--- config.mk ---
export PLATFORM = sky130hd
export DESIGN_NAME = gpu_command_decoder
export DESIGN_NICKNAME = d
export VERILOG_FILES = /design/src/rtl/gpu_cmd_pkg.sv /design/src/rtl/gpu_cmd_regfile.sv /design/src/rtl/gpu_command_decoder.sv
export SDC_FILE = /design/constraint.sdc
export NUM_CORES = 1
export LEC_CHECK = 0
export ABC_AREA = 1
export BUFFER_PORTS_ARGS = -buffer_cell sky130_fd_sc_hd__buf_4
export CELL_PAD_IN_SITES_DETAIL_PLACEMENT = 0
export CELL_PAD_IN_SITES_GLOBAL_PLACEMENT = 1
export CORE_MARGIN = 2
export CORE_UTILIZATION = 52
export CTS_BUF_LIST = sky130_fd_sc_hd__clkbuf_8
export DETAILED_ROUTE_END_ITERATION = 8
export GPL_ROUTABILITY_DRIVEN = 0
export GPL_TIMING_DRIVEN = 1
export HOLD_SLACK_MARGIN = 0.02
export PLACE_DENSITY_LB_ADDON = 0.12
export SLEW_MARGIN = 20
export SYNTH_ARGS = -nofsm -noshare
export SYNTH_HDL_FRONTEND = slang
export SYNTH_HIERARCHICAL = 1
export SYNTH_SLANG_ARGS = --single-unit
--- constraint.sdc ---
create_clock -name pipelineClock -period 4.8 [get_ports pipelineClock]
set_input_delay 0.72 -clock pipelineClock [delete_from_list [all_inputs] [get_ports pipelineClock]]
set_output_delay 0.72 -clock pipelineClock [all_outputs]
set_load 0.1 [all_outputs]
--- src/rtl/gpu_cmd_pkg.sv ---
// gpu_cmd_pkg: opcodes, SPECIAL sub-ops, decoder states and gpuCommand field positions.
package gpu_cmd_pkg;
    typedef enum logic [1:0] {
        OP_NOP     = 2'b00,
        OP_READ    = 2'b01,
        OP_WRITE   = 2'b10,
        OP_SPECIAL = 2'b11
    } opcode_t;

    typedef enum logic [1:0] {
        SUB_RENDER_START = 2'b00,
        SUB_SOFT_RESET   = 2'b01,
        SUB_CLEAR_ERROR  = 2'b10,
        SUB_RESERVED     = 2'b11
    } subop_t;

    typedef enum logic [1:0] {
        ST_IDLE       = 2'b00,
        ST_RENDER     = 2'b01,
        ST_SOFT_RESET = 2'b10
    } state_t;

    localparam int OPC_MSB  = 15;
    localparam int OPC_LSB  = 14;
    localparam int SUB_MSB  = 13;
    localparam int SUB_LSB  = 12;
    localparam int PAD_MSB  = 13;
    localparam int PAD_LSB  = 4;
    localparam int ADDR_MSB = 3;
    localparam int ADDR_LSB = 0;
endpackage

--- src/rtl/gpu_cmd_regfile.sv ---
// gpu_cmd_regfile: REG_COUNT x 16 configuration registers, one write port, registered read port.
module gpu_cmd_regfile #(
    parameter int REG_COUNT = 16
) (
    input  logic        clk,
    input  logic        rst_n,
    input  logic        we,
    input  logic [3:0]  waddr,
    input  logic [15:0] wdata,
    input  logic        re,
    input  logic [3:0]  raddr,
    output logic [15:0] rdata
);
    logic [15:0] mem [REG_COUNT];

    always_ff @(posedge clk or negedge rst_n)
        if (!rst_n) begin
            for (int i = 0; i < REG_COUNT; i++) mem[i] <= '0;
            rdata <= '0;
        end else begin
            if (we) mem[waddr] <= wdata;
            if (re) rdata <= mem[raddr];
        end
endmodule

--- src/rtl/gpu_command_decoder.sv ---
// gpu_command_decoder: executes the gpuCommand/gpuData stream against the config registers.
// Optional render watchdog enabled by defining GPU_CMD_WATCHDOG_EN.
module gpu_command_decoder
    import gpu_cmd_pkg::*;
#(
    parameter int          REG_COUNT       = 16,
    parameter logic [15:0] WATCHDOG_CYCLES = 16'hFFFF
) (
    input  logic        pipelineClock,
    input  logic        reset,
    input  logic [15:0] gpuCommand,
    input  logic [15:0] gpuData,
    input  logic        renderDone,
    output logic        gpuBusy,
    output logic        renderStart,
    output logic        renderAbort,
    output logic        readRespValid,
    output logic [15:0] readRespData,
    output logic        protocolError
);
    localparam logic [3:0] LAST_IDX = 4'(REG_COUNT - 1);

    state_t     state;
    opcode_t    op;
    subop_t     sub;
    logic [3:0] addr;
    logic [3:0] clr_idx;
    logic       addr_ok;
    logic       rd;
    logic       we;
    logic       err_set;
    logic       err_clr;
    logic       wd_expire;

    assign op      = opcode_t'(gpuCommand[OPC_MSB:OPC_LSB]);
    assign sub     = subop_t'(gpuCommand[SUB_MSB:SUB_LSB]);
    assign addr    = gpuCommand[ADDR_MSB:ADDR_LSB];
    assign addr_ok = gpuCommand[PAD_MSB:PAD_LSB] == '0 && {1'b0, addr} < 5'(REG_COUNT);
    assign rd      = op == OP_READ && addr_ok;
    // Soft reset borrows the write port to zero one register per cycle.
    assign we      = state == ST_SOFT_RESET || (state == ST_IDLE && op == OP_WRITE && addr_ok);
    assign err_clr = state == ST_IDLE && op == OP_SPECIAL && sub == SUB_CLEAR_ERROR;
    assign err_set = ((op == OP_READ || op == OP_WRITE) && !addr_ok)
                   || (state != ST_IDLE && (op == OP_WRITE || op == OP_SPECIAL))
                   || (state == ST_IDLE && op == OP_SPECIAL && sub == SUB_RESERVED)
                   || wd_expire;

    gpu_cmd_regfile #(.REG_COUNT(REG_COUNT)) u_regfile (
        .clk   (pipelineClock),
        .rst_n (reset),
        .we    (we),
        .waddr (state == ST_SOFT_RESET ? clr_idx : addr),
        .wdata (state == ST_SOFT_RESET ? 16'h0000 : gpuData),
        .re    (rd),
        .raddr (addr),
        .rdata (readRespData)
    );

    always_ff @(posedge pipelineClock or negedge reset)
        if (!reset) begin
            state         <= ST_IDLE;
            gpuBusy       <= 1'b0;
            renderStart   <= 1'b0;
            readRespValid <= 1'b0;
            protocolError <= 1'b0;
            clr_idx       <= '0;
        end else begin
            renderStart   <= 1'b0;
            readRespValid <= rd;
            protocolError <= err_set | (protocolError & ~err_clr);
            case (state)
                ST_IDLE:
                    if (op == OP_SPECIAL && sub == SUB_RENDER_START) begin
                        state       <= ST_RENDER;
                        gpuBusy     <= 1'b1;
                        renderStart <= 1'b1;
                    end else if (op == OP_SPECIAL && sub == SUB_SOFT_RESET) begin
                        state   <= ST_SOFT_RESET;
                        gpuBusy <= 1'b1;
                        clr_idx <= '0;
                    end
                ST_RENDER:
                    if (renderDone || wd_expire) begin
                        state   <= ST_IDLE;
                        gpuBusy <= 1'b0;
                    end
                ST_SOFT_RESET: begin
                    clr_idx <= clr_idx + 4'd1;
                    if (clr_idx == LAST_IDX) begin
                        state   <= ST_IDLE;
                        gpuBusy <= 1'b0;
                    end
                end
                default: begin
                    state   <= ST_IDLE;
                    gpuBusy <= 1'b0;
                end
            endcase
        end

`ifdef GPU_CMD_WATCHDOG_EN
    logic [15:0] wd_cnt;

    // renderDone in the expiry cycle takes precedence over the abort.
    assign wd_expire = state == ST_RENDER && !renderDone && wd_cnt == WATCHDOG_CYCLES - 16'd1;

    always_ff @(posedge pipelineClock or negedge reset)
        if (!reset) begin
            wd_cnt      <= '0;
            renderAbort <= 1'b0;
        end else begin
            wd_cnt      <= state == ST_RENDER ? wd_cnt + 16'd1 : '0;
            renderAbort <= wd_expire;
        end
`else
    assign wd_expire   = 1'b0;
    assign renderAbort = 1'b0;
`endif
endmodule
==> reports/results.txt <==
Status: finished clean
Post-synthesis sequential area ratio: 0.5347
Synth Net Count: 1690
Final Cycle Share: 0.5621
Fmax: 370.6 MHz
R2R Path End: u_regfile/mem[231]
Area of the multi-input gates: 5211 um2
CTS tree: done
Post-synth EDFFs: 0
Hold_ws: 0.2330 ns
Synth Register Bits: 282
Delay-heaviest family, CP: simple AND/OR/NAND/NOR gates
Die area: 26670 um2
Clock buffer depth: 3
Pwr dens: 587.6 nW/um2
Mapped Area: 13200 um2
Cells on worst reg2reg path: 9
Crit path kind: reg -> reg
Main combinational cell family by area after synthesis: simple AND/OR/NAND/NOR gates
Design Area, Final: 14440 um2
Post-CTS Resized: 0
RSZ-0062 raised after global routing: false
Routed WL: 35.72 mm
# fillers: 2442
Adder-Cell Fraction of Synth Area: 0.003792
Global Route Usage Sum: 0.2808
Post-synthesis mux area share: 0.0007584
IR drop worst, VDD: 0.3968 mV
WP buf/inv: 2
Critical Path AT: 3.11 ns
Top post-synthesis cells by area: dfrtp_1 53%, nand2_1 16%, nand3_1 7.8%, o21ai_0 6.2%, a21oi_1 3.8%
DIE HEIGHT: 163.3 um
1st-iter DRT viols: 880
Final net count: 1690
Input/output buffers: 54
Final Critical Period: 2.698 ns
CP max-delay cell: nand3_1
Req. time, crit path: 5.22 ns
Largest net degree at the start of global routing: 113
Reg2reg setup slack: 2.10 ns
Startpoint Class: flip-flop
Post-synthesis xor/xnor area fraction: 0
Compound-Gate Fraction of Synth Area: 0.1031
Reg clk slew, reported paths: 0.06 ns
Hold Vio Cnt, Final: 0
Dpl cell area: 13440 um2
Area grow syn2layout: 9.385%
Async S/R FF share, synth: 1.000
Final Setup Violations: 0
CP max FO: 19
Clock sink count: 282
Ports: 56
Clock latency on the worst-skew pair: 0.57 ns
Area of the core: 25040 um2
Starting Density: 0.5271
DRT antenna net count: 0
Ys flop type: dfrtp_1
Simple-Gate Fraction of Synth Area: 0.2863
Slew headroom: 0.2693
Share of post-route cells with drive strength above 1: 0.09656
Number of global-route vias before repair: 10630
Pleak: 6.967 nW
Hold buffers post-CTS: 0
Syn avg cell area: 7.994 um2
Drt via density: 5.432
Most common cell in the synthesized netlist: nand2_1
Via count: 10960
Yosys top cell by area: dfrtp_1
Setup TNS: 0 ns
DP HPWL: 20.82 mm
Clock Skews: 0.02031 ns
Inserted Diodes: 0
Post-synth top area share: 0.5347
Cell count after synthesis: 1651
Most common library cells after synthesis: 570 x nand2_1, 282 x dfrtp_1, 206 x nand3_1, 164 x o21ai_0, 122 x nor2_1
Class of the worst hold path: in -> async
Initial antenna violation count: 0
Residual DRC: 0
Root buffer cell: clkbuf_8
DRT Pass-1 Iters: 7
Worst r2r src: state[0]
Synth warn: 6
Htree depth: 2
Global route overflow: 0
CP endpoint kind: flip-flop
First-pass GRT wire length: 58.24 mm
Reg area: 7057 um2
Worst path cell trace: nor2_4 -> nand2_1 -> nand2_1 -> inv_1 -> nor2_2 -> nand3_1 -> buf_4 -> nand2_1 -> o21ai_0
Width of the die: 163.3 um
CTS Buf Count: 49
WL/cell: 17.70 um
Worst path max stage delay: 0.56 ns
Max cap viols: 0
CP dominant cell by count: nand2_1
Postcts setup bufs: 0
Pins Over Slew Limit: 0
Std-Cell Rows: 58
Synth cell types: 23
Worst Tran Pin Value: 1.094 ns
## state kept, by name, summed over array words and instances (netlist names)
register and flops:
clr_idx 4, gpuBusy 1, protocolError 1, readRespValid 1, renderStart 1, state 2, u_regfile/mem 256, u_regfile/rdata 16
## placed cells by master (no fill, tap or decap), types with 2 or more instances in the layout
cell / netlist / final
inv_1: 48 / 65
buf_12: 0 / 2
nand2_1: 570 / 569
nor2_1: 122 / 122
nand3_1: 206 / 206
buf_4: 19 / 68
clkbuf_8: 0 / 65
o21ai_0: 164 / 164
ha_1: 4 / 4
nor2_4: 7 / 7
inv_2: 5 / 4
a21oi_1: 100 / 100
o21ai_1: 8 / 8
nand2_2: 3 / 4
nor2_2: 5 / 5
clkinv_2: 0 / 5
dfrtp_1: 282 / 282
## metrics by stage
stage               instances  worst slack [ns]  utilization  power (mW)
CTS                      2018             2.115       0.5765       8.532
finish                   2018             2.102       0.5766       8.483
global route             2018             1.816       0.5766       9.149
global placement         1930             1.754       0.5370       6.260
detailed placement       1930             1.624       0.5370       6.350
floorplan                1651             2.719            -       5.692
## how the worst max path moves through the flow
stage | start | endpoint | slack (ns) | cells after the start
final | state[0] | u_regfile/mem[231] | 2.10 | 9
after global routing | state[0] | u_regfile/mem[242] | 1.82 | 9
after CTS | state[0] | u_regfile/mem[246] | 2.11 | 9
after detailed placement | gpuCommand[12] | u_regfile/mem[34] | 1.62 | 10
after global placement | gpuCommand[12] | u_regfile/mem[184] | 1.75 | 10
after floorplan | gpuCommand[12] | u_regfile/mem[53] | 2.72 | 12
## power breakdown
part	internal, mW	switching [mW]
clock	1.20	0.964
sequential	3.32	0.480
combinational	0.846	1.67
total	5.37	3.11
## routing by layer
metal / share of wire / up-vias / global-route usage
li1: - / 5331 / -
met1: 0.47 / 5268 / 0.3990
met2: 0.46 / 300 / 0.4486
met3: 0.051 / 62 / 0.03784
met4: 0.025 / 0 / 0.08970
met5: 0 / - / 0
## logic make-up after synthesis
family / after synthesis
and+or+nand+nor: 916
DFF: 282
AOI/OAI and AO/OA: 272
buffers and inverters: 175
adders and majority gates: 4
muxes: 1
other: 1
## layout make-up
cell class              instances  share of cell area
clock inverters                23            0.006587
inverters                      53             0.01387
well taps                     330             0.02860
flip-flops and latches        282              0.4888
clock buffers                  65             0.06197
multi-input cells            1194              0.3610
repair buffers                 71             0.03917
No activity file was read; power rests on OpenSTA's default activity.
